$ cat config.mk
export PLATFORM = sky130hd
export DESIGN_NAME = bp_gshare_btb
export DESIGN_NICKNAME = d
export VERILOG_FILES = /design/src/rtl/bp_gshare_btb.sv
export SDC_FILE = /design/constraint.sdc
export NUM_CORES = 2
export LEC_CHECK = 0
export ABC_AREA = 1
export BUFFER_PORTS_ARGS = -buffer_cell sky130_fd_sc_hd__buf_4
export CAP_MARGIN = 10
export CELL_PAD_IN_SITES_DETAIL_PLACEMENT = 1
export CELL_PAD_IN_SITES_GLOBAL_PLACEMENT = 1
export CORE_MARGIN = 4
export CORE_UTILIZATION = 49
export CTS_BUF_LIST = sky130_fd_sc_hd__clkbuf_8
export DETAILED_ROUTE_END_ITERATION = 12
export GPL_ROUTABILITY_DRIVEN = 0
export PLACE_DENSITY_LB_ADDON = 0.1
export SYNTH_ARGS = -nofsm -noshare
export SYNTH_HDL_FRONTEND = slang
export SYNTH_SLANG_ARGS = --single-unit
$ cat constraint.sdc
create_clock -name clk -period 6.28 [get_ports clk]
set_input_delay 0.314 -clock clk [delete_from_list [all_inputs] [get_ports clk]]
set_output_delay 0.314 -clock clk [all_outputs]
set_load 0.01 [all_outputs]
$ cat src/rtl/bp_gshare_btb.sv
// Branch predictor: direct-mapped BTB with a 2-bit PHT, bimodal or gshare-indexed, 1-cycle lookup.
// Latency 1 cycle; pred_* hold while if_allowin=0, and if_flush drops the held prediction.
module bp_gshare_btb #(
    parameter int PC_W    = 32,
    parameter int ENTRIES = 64,
    parameter int GHR_W   = 0
) (
    input  logic                                clk,
    input  logic                                reset,
    input  logic                                if_valid,
    input  logic [PC_W-1:0]                     if_pc,
    input  logic                                if_allowin,
    input  logic                                if_flush,
    output logic                                pred_valid,
    output logic                                pred_hit,
    output logic                                pred_taken,
    output logic [PC_W-1:0]                     pred_target,
    output logic [((GHR_W > 0) ? GHR_W : 1)-1:0] pred_ghr,
    input  logic                                upd_valid,
    input  logic [PC_W-1:0]                     upd_pc,
    input  logic                                upd_taken,
    input  logic [PC_W-1:0]                     upd_target,
    input  logic                                upd_mispredict,
    input  logic [((GHR_W > 0) ? GHR_W : 1)-1:0] upd_ghr
);
    localparam int IDX_W = $clog2(ENTRIES);
    localparam int HW    = (GHR_W > 0) ? GHR_W : 1;
    localparam int TAG_W = PC_W - IDX_W - 2;

    logic             btb_vld [ENTRIES];
    logic [TAG_W-1:0] btb_tag [ENTRIES];
    logic [PC_W-1:0]  btb_tgt [ENTRIES];
    logic [1:0]       pht     [ENTRIES];
    logic [HW-1:0]    ghr;

    logic [IDX_W-1:0] l_bidx, l_pidx, u_bidx, u_pidx;
    logic             l_hit, l_taken, accept;
    logic [PC_W-1:0]  l_target;
    logic             unused_pc_bits;

    assign unused_pc_bits = ^{if_pc[1:0], upd_pc[1:0]};

    always_comb begin
        l_bidx   = if_pc[IDX_W+1:2];
        u_bidx   = upd_pc[IDX_W+1:2];
        l_pidx   = l_bidx;
        u_pidx   = u_bidx;
        if (GHR_W > 0) begin
            l_pidx = l_bidx ^ IDX_W'(ghr);
            u_pidx = u_bidx ^ IDX_W'(upd_ghr);
        end
        l_hit    = btb_vld[l_bidx] && (btb_tag[l_bidx] == if_pc[PC_W-1:IDX_W+2]);
        l_taken  = l_hit && pht[l_pidx][1];
        l_target = l_taken ? btb_tgt[l_bidx] : if_pc + PC_W'(4);
        // A flush on the same edge cancels acceptance, so wrong-path fetches never shift history.
        accept   = if_valid && if_allowin && !if_flush;
    end

    always_ff @(posedge clk or posedge reset) begin
        if (reset) begin
            for (int i = 0; i < ENTRIES; i++) begin
                btb_vld[i] <= 1'b0;
                pht[i]     <= 2'b01;
            end
        end else if (upd_valid) begin
            if (upd_taken && pht[u_pidx] != 2'b11)
                pht[u_pidx] <= pht[u_pidx] + 2'b01;
            else if (!upd_taken && pht[u_pidx] != 2'b00)
                pht[u_pidx] <= pht[u_pidx] - 2'b01;
            if (upd_taken)
                btb_vld[u_bidx] <= 1'b1;
        end
    end

    // Tag and target are qualified by btb_vld, so they need no reset.
    always_ff @(posedge clk) begin
        if (upd_valid && upd_taken) begin
            btb_tag[u_bidx] <= upd_pc[PC_W-1:IDX_W+2];
            btb_tgt[u_bidx] <= upd_target;
        end
    end

    always_ff @(posedge clk or posedge reset) begin
        if (reset)
            ghr <= '0;
        else if (GHR_W == 0)
            ghr <= '0;
        else if (upd_valid && upd_mispredict)
            ghr <= (upd_ghr << 1) | HW'(upd_taken);
        else if (accept && l_hit)
            ghr <= (ghr << 1) | HW'(l_taken);
    end

    always_ff @(posedge clk or posedge reset) begin
        if (reset) begin
            pred_valid  <= 1'b0;
            pred_hit    <= 1'b0;
            pred_taken  <= 1'b0;
            pred_target <= '0;
            pred_ghr    <= '0;
        end else if (if_flush) begin
            pred_valid <= 1'b0;
        end else if (if_allowin) begin
            if (if_valid) begin
                pred_valid  <= 1'b1;
                pred_hit    <= l_hit;
                pred_taken  <= l_taken;
                pred_target <= l_target;
                pred_ghr    <= (GHR_W > 0) ? ghr : '0;
            end else begin
                pred_valid <= 1'b0;
            end
        end
    end
endmodule

# Yosys cells after proc, flatten, opt, wreduce, memory -nomap -nowiden
# Memory sizes are Yosys's and may differ from the RTL's.
# Cells that the tools add are included.
word_totals:
  ff_bits: 227
  mem_bits_rw: 3584
  word_cells: 182
  n_memories: 2
op_classes:
  addsub: 3
  magnitude_cmp: 3
  eq_ne: 2
  muxes: 23
  n_bitwise: 4
  reduce_logical: 13
memory_table:
  columns: ["memory", "words", "word_bits", "read_ports", "rd_clocked_by_memory_dff", "wr", "line", "rtl"]
  rows:
  - ["btb_tgt", 64, 32, 1, 0, 1, "32", "logic [PC_W-1:0] btb_tgt [ENTRIES];"]
  - ["btb_tag", 64, 24, 1, 0, 1, "31", "logic [TAG_W-1:0] btb_tag [ENTRIES];"]
ops:
  columns: ["cell", "count"]
  rows:
  - ["128-bit bitwise mux", 2]
  - ["128-bit 2-to-1 mux", 2]
  - ["64-bit bitwise OR", 1]
  - ["32-bit by 3-bit adder with 32-bit output, second input constant", 1]
  - ["32-bit 2-to-1 mux", 1]
  - ["2-bit binary-select mux with 6-bit select", 2]
  - ["24-bit == test", 1]
  - ["7-bit greater-or-equal comparator, second input constant", 2]
  - ["6-bit inverter with 7-bit output", 2]
  - ["2-bit demux with 6-bit select", 1]
  - ["2-bit 2-to-1 mux", 5]
  - ["1-bit 2-to-1 mux", 8]
  - ["7-bit by 1-bit less-than comparator with 1-bit output, second input constant", 1]
  - ["1-bit binary-select mux with 6-bit select", 1]
  - ["1-bit demux with 6-bit select", 1]
  - ["1-bit logical AND", 6]
  - ["2-bit nonzero test", 3]
  - ["2-bit AND reduction", 2]
  - ["3-bit AND reduction", 1]
  - ["2-bit by 1-bit adder with 2-bit output, second input constant", 1]
  - ["2-bit inequality test, second input constant", 1]
  - ["2-bit by 1-bit subtractor with 2-bit output, second input constant", 1]
  - ["1-bit logical NOT", 1]
  - ["1-bit inverter", 1]

# Logic depth before layout (Yosys ltp)
logic_depth:
  word_depth: 8
  mapped_depth: 29
  depth_no_buf: 24

# Worst setup path after synthesis
# OpenSTA, ideal clock, no wires.
synth_path:
  path_kind: "input to register"
  startpoint: "input upd_pc[3]"
  endpoint: "register btb_vld[11] (netlist bit)"
  setup_ns: 0.088
  arrival_time_ns: 5.957
  path_slack_ns: 0.234
  stages: 7
  n_path_buf: 3
  cell_sequence: "buf_2 > nor3_1 > inv_1 > buf_2 > buf_1 > nor3_1 > or2_2"
synth_between:
  elab_chain_len: 6
synth_lines:
  columns: ["element", "line", "rtl"]
  rows:
  - ["from (decl)", "20", "input logic [PC_W-1:0] upd_pc,"]
  - ["6-bit inverter with 7-bit output (implied by the code) (*)", "71", "btb_vld[u_bidx] <= 1'b1;"]
  - ["7-bit greater-or-equal comparator (implied by the code) or 7-bit by 1-bit less-than comparator with 1-bit output (tied branches)", "71", null]
  - ["1-bit logical AND (implied by the code)", "71", null]
  - ["1-bit 2-to-1 mux (implied by the code)", "71", null]
  - ["1-bit demux with 6-bit select (*)", "71", null]
  - ["64-bit bitwise OR (no source line) (*)", null, null]
  - ["to (signal, indexed assignment)", "62", "btb_vld[i] <= 1'b0;"]
  - ["to (signal, indexed assignment)", "71", null]
  - ["to (decl)", "30", "logic btb_vld [ENTRIES];"]
# Mark *: on every way between the ends. The rest lies on a longest branch, timed or not.
# A chain may end at the register's enable or synchronous reset.

# Final worst setup path
layout_path:
  startpoint: "input if_pc[2]"
  endpoint: "register pred_target[15]"
layout_between:
  elab_chain_len: 7
layout_lines:
  columns: ["element", "line", "rtl"]
  rows:
  - ["from (decl)", "11", "input logic [PC_W-1:0] if_pc,"]
  - ["branches (longest 6 deep; another with memory read 64 x 24 bit)", null, null]
  - ["32-bit 2-to-1 mux (*)", "54", "l_target = l_taken ? btb_tgt[l_bidx] : if_pc + PC_W'(4);"]
  - ["to (signal assigned)", "108", "pred_target <= l_target;"]
  - ["to (decl)", "17", "output logic [PC_W-1:0] pred_target,"]
# Mark *: on every way between the ends. The select of a mux whose other input is x is not followed.

==> results.ini <==
[yosys]
synth_edf_count=3584
async_flop_share=0.05956
ys_ff_latch=3811
synth_nets=13170
synthCells=13060
yosys_warnings=0
synth_cell_types=56
synthFlopType=edfxtp_1
ys_seq_area_frac=0.7299
avgSynthCellArea_um2=11.89
synthesis.area_um2=155300

[timing]
relSlewSlack=0.1019
drv_slew=0
setup_viol=0
final.setup.worst_slack_ns=0.9380
fin_crit_sh=0.8506
worst_pin_slew_ns=1.347
fmax_ghz=0.1872
fin_skew_ns=0.09022
setup-tns-final_ns=0
period_needed_ns=5.342
hold_violations=0
rsz0062_at_grt=no

[placement]
hpwl_um=278700
numPortBuffers=135
place_ws_ns=1.391

[drt]
wirelength_um=546200
wl_per_cell_um=30.26
ant_nets=0
drtPass1Iterations=6
drt_iter0_drc=13590
drcViolationCount=0
drt-vias-per-instance=6.158
vias=111100

[layout]
synthToLayoutAreaGrowth_pct=12.22
final_cell_mix=edfxtp_1 (3,584), nand2_1 (2,319), nor2_1 (1,886)
drive_gt1_frac=0.09699
fillers=32080
layout.nets=13510
layout_commonest_cell=edfxtp_1
postLayoutCoreUtil=0.5530

[global_routing]
overflow=0
gr-usage-met2=0.5343
antenna_found_initial=30
use_met3=0.04937
met1_usage=0.4444
grt_max_degree=170
grt_pass1_vias=113700
grt_pass1_wl_um=785700
grt_usage=0.3300
top_usage_layer=met2

[setup_path]
worst-path-max-fanout=129
cp_common_cell=nand2_1
crit_type=in -> reg
end_kind=flop
cp_slowest_cell=inv_8
cp.required_ns=7.41
cp-start-kind=input port
critPathArrivalTime_ns=6.48
critPathTopFamily=buffers and inverters
max_stage_delay_ns=0.64
crit_path_cell_trace=buf_16 > inv_8 > buf_12 > o21ai_0 > nand3_1 > nand3_1 > nand2_1 > nand3_1 > nand2_1 > nand2_1 > nand2_1 > nand2_1 > nor2_1 > nand3_2 > dlygate4sd3_1 > nor2_8 > nand2_2 > nand2_1 > nand3_1 > dlygate4sd3_1 > nand2_1 > dlygate4sd3_1
path_buf_inv=6

[floorplanning]
ios=141
placementRows=206
die_h_um=571.0
fp.coreArea_um2=315200
die_x_um=571.0
start_util=0.4928
die_area_um2=326100

[power_and_ir_drop]
vdd_drop_max_v=0.0002308
total_power_mw=52.45
cellPowerDensity_nw_per_um2=300.9
leakagePower_nw=61.92

[cts]
clockRootBuffer=clkbuf_8
insertion_delay_ns=1.22
ctsResizeCount=0
cts_buffer_depth=4
cts_setup_buffers=0
cts_tree=done
cts_hold_buf=155
cts_buffers=636
clk_pin_slew_worst_paths_ns=0.07
cts_max_level=6
clock-sinks=3811

[outcome]
status=finished, final reports clean

[job]
cap_violations=0

[worst_hold_path]
min_path_type=in -> reg

==> cell families after synthesis <==
logic type / Yosys count / share of synthesized area
xor gates and xnor gates: 28 / 0.001579
adders and majority gates: 3 / 0.0002417
DFF: 3811 / 0.7299
and+or+nand+nor: 5138 / 0.1323
other: 1 / 0.00002414
AOI/OAI and AO/OA: 2590 / 0.09503
buffers and inverters: 1491 / 0.04094
==> registers in the layout (all words and copies together), names as in the netlist, named ones only <==
| signal | flops |
|---|---|
| btb_tag | 1536 |
| btb_tgt | 2048 |
| btb_vld | 64 |
| pht | 64 |
| pred_hit | 1 |
| pred_taken | 1 |
| pred_target | 32 |
| pred_valid | 1 |
==> cells in the mapped netlist (all sizes together) (6+ instances only) <==
cell type  instances  area (um2)
edfxtp          3584      107600
nand2           2323        8725
nor2            1926        7258
o21ai           1627        8143
nand3            778        3911
inv              639        2399
clkbuf           428        1608
buf              416        2323
o22ai            352        2202
o221ai           192        1682
a21oi            181       905.9
dfrtp            163        4079
o211ai           120       900.9
dfstp             64        1682
nor3              51       260.3
a31oi             43       269.0
or2               40       250.2
xor2              27       236.5
a221oi            21       183.9
a32o              14       140.1
a22oi             10       75.07
nand4              9       56.30
clkinv             8       30.03
a22o               7       61.31
o41ai              7       61.31
nor4               6       43.79
==> per-stage QoR <==
step	hold slack [ns]	instances	instance area, um2
3_5_place_dp	0.4480	16770	161300
5_1_grt	0.1674	18050	174300
2_1_floorplan	0.4129	13060	155300
4_1_cts	0.06926	18040	174300
6_report	0.1763	18050	174300
3_3_place_gp	0.4374	16770	161300
==> tightest hold or removal path, stage by stage <==
cell      delay [ns]
buf_4           0.31
a311oi_1        0.09
nor2_1          0.11
buf_4           0.25
nand3_1         0.10
nand3_1         0.08
nand2_1         0.05
==> power breakdown <==
part	internal, mW	switching (mW)
Sequential	28.1	0.185
Clock	9.94	10.4
Combinational	1.00	2.82
Total	39.1	13.4
==> path summary, 6_finish.rpt <==
path                                  from              end  slack (ns)  depth (start not counted)
setup / recovery                  if_pc[2]  pred_target[15]        0.94                         22
hold / removal                    if_pc[7]   pred_target[2]        0.18                          7
setup reg to reg           btb_tag[61][18]  pred_target[15]        1.24                         25
hold reg to reg                 btb_vld[0]       btb_vld[0]        0.46                          2
max in group asynchronous            reset      btb_vld[63]        4.14                          5
min in group asynchronous            reset       pred_taken        0.51                          4
==> area by class of cell <==
| class | instances | area (um2) | share of cell area |
|---|---|---|---|
| sequential | 3811 | 113400 | 0.6504 |
| multi-input combinational | 7760 | 36050 | 0.2068 |
| clock buffer | 652 | 8974 | 0.05148 |
| timing repair buffer | 542 | 5772 | 0.03311 |
| tap | 4160 | 5205 | 0.02986 |
| inverter | 647 | 2476 | 0.01420 |
| clock inverter | 466 | 2431 | 0.01395 |
| antenna | 10 | 25.02 | 0.0001436 |
==> routing by layer <==
layer  share of wire  vias to the layer above
met4           0.051                       10
li1                -                    47100
met5         0.00011                        -
met1            0.39                    57370
met3           0.085                     1270
met2            0.47                     5376
Power figures use the tool's default switching activity.
